**config.mk**
```make
export PLATFORM = sky130hd
export DESIGN_NAME = sipo_frame_ctrl_flat
export DESIGN_NICKNAME = d
export VERILOG_FILES = /design/src/rtl/sipo_frame_ctrl_if.sv /design/src/rtl/sipo_frame_ctrl.sv /design/src/flat_wrapper.sv
export SDC_FILE = /design/constraint.sdc
export NUM_CORES = 1
export LEC_CHECK = 0
export ABC_AREA = 1
export BUFFER_PORTS_ARGS = -buffer_cell sky130_fd_sc_hd__buf_2
export CAP_MARGIN = 20
export CORE_AREA = 5 5 42 44
export CTS_BUF_LIST = sky130_fd_sc_hd__clkbuf_8
export DETAILED_ROUTE_END_ITERATION = 8
export DIE_AREA = 0 0 47 49
export GPL_ROUTABILITY_DRIVEN = 0
export MAX_ROUTING_LAYER = met4
export PLACE_DENSITY = 0.78
export SLEW_MARGIN = 20
export SYNTH_ARGS = -nofsm -noshare
export SYNTH_HDL_FRONTEND = slang
export SYNTH_SLANG_ARGS = --single-unit
```
**constraint.sdc**
```tcl
create_clock -name clk -period 1.1 [get_ports clk]
set_input_delay 0.055 -clock clk [delete_from_list [all_inputs] [get_ports clk]]
set_output_delay 0.055 -clock clk [all_outputs]
set_load 0.005 [all_outputs]
```
**src/rtl/sipo_frame_ctrl_if.sv**
```systemverilog
// Frame-controller port bundle: frame control, serial input, parallel word
// handshake and overrun status.
interface sipo_frame_ctrl_if #(
  parameter int WIDTH = 4
);
  logic             start;
  logic             abort;
  logic             din;
  logic             din_valid;
  logic             busy;
  logic [WIDTH-1:0] q;
  logic             q_valid;
  logic             q_ready;
  logic             overrun;
  logic             ovr_clr;

  modport master (
    output start, abort, din, din_valid, q_ready, ovr_clr,
    input  busy, q, q_valid, overrun
  );

  modport slave (
    input  start, abort, din, din_valid, q_ready, ovr_clr,
    output busy, q, q_valid, overrun
  );
endinterface

```
**src/rtl/sipo_frame_ctrl.sv**
```systemverilog
// Serial-in/parallel-out frame controller: assembles WIDTH qualified serial
// bits into a word and offers it on a valid/ready port with sticky overrun.
module sipo_frame_ctrl #(
  parameter int WIDTH     = 4,
  parameter bit MSB_FIRST = 1'b1
) (
  input  logic              clk,
  input  logic              rst,
  sipo_frame_ctrl_if.slave  frm_if
);
  localparam int CW = $clog2(WIDTH + 1);

  typedef enum logic {
    IDLE  = 1'b0,
    SHIFT = 1'b1
  } state_t;

  state_t           state_q, state_d;
  logic [WIDTH-1:0] sr_q, sr_d;
  logic [CW-1:0]    cnt_q, cnt_d;
  logic [WIDTH-1:0] q_q, q_d;
  logic             q_valid_q, q_valid_d;
  logic             overrun_q, overrun_d;
  logic [WIDTH-1:0] shift_s;

  // State and datapath registers
  always_ff @(posedge clk or posedge rst) begin
    if (rst) begin
      state_q   <= IDLE;
      sr_q      <= '0;
      cnt_q     <= '0;
      q_q       <= '0;
      q_valid_q <= 1'b0;
      overrun_q <= 1'b0;
    end else begin
      state_q   <= state_d;
      sr_q      <= sr_d;
      cnt_q     <= cnt_d;
      q_q       <= q_d;
      q_valid_q <= q_valid_d;
      overrun_q <= overrun_d;
    end
  end

  // Next-state, shift and output-slot logic
  always_comb begin
    state_d   = state_q;
    sr_d      = sr_q;
    cnt_d     = cnt_q;
    q_d       = q_q;
    q_valid_d = q_valid_q;
    overrun_d = overrun_q;

    if (MSB_FIRST) begin
      shift_s = {sr_q[WIDTH-2:0], frm_if.din};
    end else begin
      shift_s = {frm_if.din, sr_q[WIDTH-1:1]};
    end

    if (q_valid_q && frm_if.q_ready) begin
      q_valid_d = 1'b0;
    end else begin
      q_valid_d = q_valid_q;
    end

    // Clear first so a drop on the same edge overrides it
    if (frm_if.ovr_clr) begin
      overrun_d = 1'b0;
    end else begin
      overrun_d = overrun_q;
    end

    case (state_q)
      IDLE: begin
        if (frm_if.abort) begin
          state_d = IDLE;
        end else if (frm_if.start) begin
          state_d = SHIFT;
          cnt_d   = '0;
          sr_d    = '0;
        end else begin
          state_d = IDLE;
        end
      end
      SHIFT: begin
        if (frm_if.abort) begin
          state_d = IDLE;
          cnt_d   = '0;
          sr_d    = '0;
        end else if (frm_if.din_valid) begin
          sr_d = shift_s;
          if (cnt_q == CW'(WIDTH - 1)) begin
            state_d = IDLE;
            cnt_d   = '0;
            if (!q_valid_q || frm_if.q_ready) begin
              q_d       = shift_s;
              q_valid_d = 1'b1;
            end else begin
              overrun_d = 1'b1;
            end
          end else begin
            cnt_d = cnt_q + CW'(1);
          end
        end else begin
          state_d = SHIFT;
        end
      end
      default: begin
        state_d = IDLE;
        cnt_d   = '0;
      end
    endcase
  end

  assign frm_if.busy    = (state_q == SHIFT);
  assign frm_if.q       = q_q;
  assign frm_if.q_valid = q_valid_q;
  assign frm_if.overrun = overrun_q;
endmodule

```
**src/flat_wrapper.sv**
```systemverilog
// flat-port wrapper written by rule: the top's interface ports become plain ports
module sipo_frame_ctrl_flat 
#(
  parameter int WIDTH     = 4,
  parameter bit MSB_FIRST = 1'b1
)
  (clk, rst, frm_if_start, frm_if_abort, frm_if_din, frm_if_din_valid, frm_if_q_ready, frm_if_ovr_clr, frm_if_busy, frm_if_q, frm_if_q_valid, frm_if_overrun);
  sipo_frame_ctrl_if #(.WIDTH(WIDTH)) frm_if_i ();
  input  logic clk;
  input  logic rst;
  input wire logic [$bits(frm_if_i.start)-1:0] frm_if_start;
  input wire logic [$bits(frm_if_i.abort)-1:0] frm_if_abort;
  input wire logic [$bits(frm_if_i.din)-1:0] frm_if_din;
  input wire logic [$bits(frm_if_i.din_valid)-1:0] frm_if_din_valid;
  input wire logic [$bits(frm_if_i.q_ready)-1:0] frm_if_q_ready;
  input wire logic [$bits(frm_if_i.ovr_clr)-1:0] frm_if_ovr_clr;
  output wire logic [$bits(frm_if_i.busy)-1:0] frm_if_busy;
  output wire logic [$bits(frm_if_i.q)-1:0] frm_if_q;
  output wire logic [$bits(frm_if_i.q_valid)-1:0] frm_if_q_valid;
  output wire logic [$bits(frm_if_i.overrun)-1:0] frm_if_overrun;
  assign frm_if_i.start = frm_if_start;
  assign frm_if_i.abort = frm_if_abort;
  assign frm_if_i.din = frm_if_din;
  assign frm_if_i.din_valid = frm_if_din_valid;
  assign frm_if_i.q_ready = frm_if_q_ready;
  assign frm_if_i.ovr_clr = frm_if_ovr_clr;
  assign frm_if_busy = frm_if_i.busy;
  assign frm_if_q = frm_if_i.q;
  assign frm_if_q_valid = frm_if_i.q_valid;
  assign frm_if_overrun = frm_if_i.overrun;
  sipo_frame_ctrl #(.WIDTH(WIDTH), .MSB_FIRST(MSB_FIRST)) u_core (.clk(clk), .rst(rst), .frm_if(frm_if_i));
endmodule
```
==> Yosys cells after proc, flatten, opt, wreduce, memory -nomap -nowiden <==
Cells that the tools add are included.
{ "classes": {"n_reduce_logical": 5, "n_eq_ne": 4, "bitwise_logic": 2, "n_mux": 29, "n_addsub": 1} }
{ "op_table": {"columns": ["cell", "n"], "rows": [
  ["$mux W3", 9],
  ["$mux W1", 17],
  ["$pmux W3 S2", 2],
  ["$reduce_and A5 Y1", 1],
  ["$ne A2 B2 Y1 const B", 2],
  ["$add A3 B1 Y3 const B", 1],
  ["$eq A3 B2 Y1 const B", 1],
  ["$ne A3 B3 Y1 const B", 1],
  ["$reduce_and A3 Y1", 1],
  ["$not A1 Y1", 2],
  ["$pmux W1 S2", 1],
  ["$logic_and A1 B1 Y1", 1],
  ["$logic_not A1 Y1", 1],
  ["$logic_or A1 B1 Y1", 1]
]} }
{ "word_totals": {"out_inout_bits": 7, "in_bits": 8, "wordCells": 47, "regBits": 13} }

==> Depth between registers and ports, before layout <==
{ "logic_depth": {"depth_word": 7, "depth_mapped": 6, "depth_no_buf": 6} }

==> Worst setup path before layout <==
No wires, ideal clock.
{ "synth_path": {"path_kind": "reg2reg", "start": "register u_core.cnt_q[0]", "end": "register u_core.q_q[0], in the netlist u_core.frm_if.q[0]", "stages_incl_launch_ff": 7, "required_ns": 0.983, "t_arrival_ns": 0.937, "setup_slack_ns": 0.046, "period_less_slack_ns": 1.054, "path_buffers": 0, "setup_time_ns": 0.117, "path_cell_list": "dfrtp_1 ha_1 nand3_1 nor2_4 nand2_2 nand2_1 nand2_1"} }
{ "synth_via": {"elab_chain_len": 2} }
{ "synth_lines": {"columns": ["element", "line", "text"], "rows": [
  ["start: declaration", "sipo_frame_ctrl.sv:20", "logic [CW-1:0] cnt_q, cnt_d;"],
  ["start signal: assignment", "sipo_frame_ctrl.sv:38", "cnt_q <= cnt_d;"],
  ["$eq A3 B2 Y1", "sipo_frame_ctrl.sv:92", "if (cnt_q == CW'(WIDTH - 1)) begin"],
  ["$reduce_and A5 Y1 (no line)", null, null],
  ["end signal: assignment", "sipo_frame_ctrl.sv:39", "q_q <= q_d;"],
  ["end: declaration", "sipo_frame_ctrl.sv:21", "logic [WIDTH-1:0] q_q, q_d;"]
]} }
No other way between the ends.
A chain may end at the register's enable or synchronous reset.

==> Worst setup path after layout <==
{ "layout_path": {"start": "register u_core.cnt_q[1]", "end": "register u_core.state_q, in the netlist u_core.frm_if.busy"} }
{ "layout_via": {"elab_chain_len": 5} }
{ "layout_lines": {"columns": ["element", "line", "text"], "rows": [
  ["$eq A3 B2 Y1", "sipo_frame_ctrl.sv:92", null],
  ["$mux W1", "sipo_frame_ctrl.sv:92", null],
  ["$mux W1", "sipo_frame_ctrl.sv:90", "end else if (frm_if.din_valid) begin"],
  ["$mux W1", "sipo_frame_ctrl.sv:86", "if (frm_if.abort) begin"],
  ["$pmux W1 S2", "sipo_frame_ctrl.sv:73", "case (state_q)"],
  ["net u_core.state_d", "sipo_frame_ctrl.sv:18", "state_t state_q, state_d;"],
  ["end signal: assignment", "sipo_frame_ctrl.sv:36", "state_q <= state_d;"],
  ["end: declaration", "sipo_frame_ctrl.sv:18", null]
]} }
The timed path passes the listed nets, and every way through them passes these cells.

==> flow_metrics.tcl <==
set metrics [dict create \
    ir_drop_v 0.0007388 \
    overflow 0 \
    fin_nets 102 \
    syn-cell-area_um2 589.3 \
    synthArstFlopShare_pct 100.0 \
    clockBufferDepth 2 \
    synth_seq_area_share_pct 55.20 \
    worstMarginPinSlew_ns 0.5012 \
    r2r_slack_ns -0.02 \
    cts.clk_slew.worst_paths_ns 0.06 \
    fp.dieW_um 47 \
    row_count 14 \
    end_kind "flop" \
    drt_iter0_markers 8 \
    startpoint_type "flop" \
    fillers 133 \
    p_leak_uw 0.0004545 \
    critPathKind "flop to flop" \
    post_drt_via_cell_ratio 5.213 \
    diodes 0 \
    synth_most_common_cell "nand2_1" \
    hold_viol 0 \
    period_minus_slack_ns 1.116 \
    slew_viol_final 0 \
    die_area_um2 2303 \
    required_ns 1.23 \
    fin_util_pct 58.13 \
    maxCapViolCount 0 \
    synthTopCellsByCount "nand2_1 (19), nand3_1 (16), dfrtp_1 (13)" \
    hold_depth 4 \
    synth_area_leaders "dfrtp_1 (55%), nand3_1 (14%), nand2_1 (12%)" \
    synthesis.nets 77 \
    grt_start_max_net_pins 14 \
    first_pass_iters 4 \
    p_clk_share_pct 39.6 \
    place_hpwl_um 925.4 \
    drive_gt1_share_pct 41.30 \
    min_period_over_period_pct 101.4 \
    drtAntennaViolNets 0 \
    numCtsBuffers 3 \
    r2r_start "u_core.cnt_q[1]" \
    maxSlewHeadroom_pct 66.55 \
    worstHoldStart "frm_if_ovr_clr" \
    grt_pass1_vias 547 \
    netSwitchingFraction_pct 25.56 \
    reg2reg_depth 6 \
    coreArea_um2 1401 \
    pwr-share-seq_pct 47.9 \
    clkSinkCount 13 \
    ys_seq_elements 13 \
    synth_cells 68 \
    fin_skew_ns 0.003560 \
    violations "negative setup slack" \
    yosysUniqueCellTypes 13 \
    combPwrFrac_pct 12.6 \
    status "finished with violations" \
    track_usage_pct 14.19 \
    wl_per_cell_um 13.36 \
    cts_tree "built" \
    cts_root_buf "clkbuf_8" \
    synth_top_area_share_pct 55.20 \
    r2r-end "u_core.frm_if.busy" \
    critical_path_arrival_ns 1.25 \
    io_pins 15 \
    setup_violations 1 \
    yosys_warnings 0 \
    fin_hold_ws_ns 0.04641 \
    clock_latency_ns 0.25 \
    fin_tns_setup_ns -0.01566 \
    preCtsSetupSlack_ns -0.01614 \
    antenna_found_initial 0 \
    hold_class "input port to flop" \
    fp.dieH_um 49 \
    htreeDepth 1 \
    synthFlopType "dfrtp_1" \
    netSwitchingPower_uw 274.1 \
    crit_path_max_fanout 2 \
    areaGrowthSynthToFinish_pct 38.22 \
    initial_utilization_pct 42.05 \
    port-buffer-count 14 \
    wl_um 1443 \
    synth_edf_count 0 \
    grt_pass1_wl_um 2249 \
    min_to "u_core.frm_if.overrun" \
    post-route-drc-count 0 \
    rsz0062_at_grt "true" \
    power.internal_uw 798.4 \
    fmaxAchievable_mhz 896.3 \
    power_density_nw_per_um2 1317 \
    synth_area_per_cell_um2 8.666 \
    fin_ws_ns -0.01566 \
    yosys.area.top_type "dfrtp_1" \
    vias 563 \
]
## metrics by stage
stage / power, uW / cells / area [um2]
floorplan: 578.4 / 68 / 589.3
global placement: 618.8 / 99 / 686.9
detailed placement: 622.1 / 99 / 686.9
CTS: 1050 / 106 / 764.5
global route: 1113 / 108 / 814.5
finish: 1073 / 108 / 814.5
## worst max-delay path, stage by stage (launching register included)
cell     delay, ns
dfrtp_1       0.40
ha_4          0.17
nand3_4       0.07
buf_4         0.14
buf_4         0.13
nand2_2       0.05
nand2_1       0.05
## power by group through the flow
stage               clock, uW  sequential, uW  combinational, uW
global placement            0             516                102
detailed placement          0             517                105
global route              447             515                150
finish                    425             513                135
CTS                       419             510                120
floorplan                   0             516               62.0
## routing by layer
metal	GRT usage, %	vias to the layer above	share of wire, %
li1	-	269	-
met1	13.73	271	36
met2	24.21	18	54
met3	3.321	5	6.9
met4	8.295	0	2.6
met5	-	-	0
## sequential cells by signal, summed over array words and instances (netlist names)
signal	count
u_core.frm_if.q	4
u_core.frm_if.busy	1
u_core.sr_q	3
u_core.frm_if.overrun	1
u_core.frm_if.q_valid	1
u_core.cnt_q	3
## cells in the final DEF, fill, tap and decap left out
master / Yosys / routed
nand3_2: 1 / 2
inv_2: 3 / 4
nand2_2: 3 / 3
nand3_4: 0 / 1
clkbuf_8: 0 / 3
nand3_1: 16 / 14
nand2_1: 19 / 18
inv_1: 6 / 6
dlygate4sd3_1: 0 / 1
nor2_2: 0 / 2
dfrtp_1: 13 / 13
ha_4: 0 / 1
o21ai_1: 1 / 1
a21oi_1: 1 / 1
buf_4: 0 / 5
nor2_4: 1 / 1
nand2_4: 0 / 1
buf_2: 0 / 14
o21ai_2: 1 / 1
## cell families (layout without fill, tap and decap cells)
group | Yosys count | count (layout) | synth area share [%]
compound gates | 3 | 3 | 3.183
buf+inv | 9 | 33 | 5.732
fa+ha+maj | 1 | 1 | 2.123
simple gates | 42 | 42 | 33.76
flops | 13 | 13 | 55.20
## timing repair
item                                    4_1_cts  5_1_grt
endpoints found under the setup margin        4       11
resized for setup                             2        8
pin swaps                                     4        4
hold buffers                                  1        0
buffers inserted                              2        2
hold endpoints to repair                     13        0
## area by class of cell
cell class / count / area [um2] / share of cell area (%)
Clock inverter: 1 / 3.754 / 0.4608
Multi-Input combinational cell: 46 / 272.8 / 33.49
Inverter: 9 / 33.78 / 4.147
Sequential cell: 13 / 325.3 / 39.94
Tap cell: 16 / 20.02 / 2.458
Clock buffer: 3 / 41.29 / 5.069
Timing Repair Buffer: 20 / 117.6 / 14.44
## how the worst max path moves through the flow
stage	start	to	slack (ns)	depth (start not counted)
after floorplan	u_core.cnt_q[0]	u_core.frm_if.q[0]	0.05	6
after global placement	u_core.cnt_q[1]	u_core.frm_if.q[3]	0.02	6
after detailed placement	u_core.cnt_q[0]	u_core.frm_if.q[3]	-0.02	6
after CTS	u_core.cnt_q[1]	u_core.frm_if.q[3]	-0.01	6
after global routing	u_core.cnt_q[1]	u_core.frm_if.q[2]	-0.1	6
final	u_core.cnt_q[1]	u_core.frm_if.busy	-0.02	6
Power figures use the tool's default switching activity.
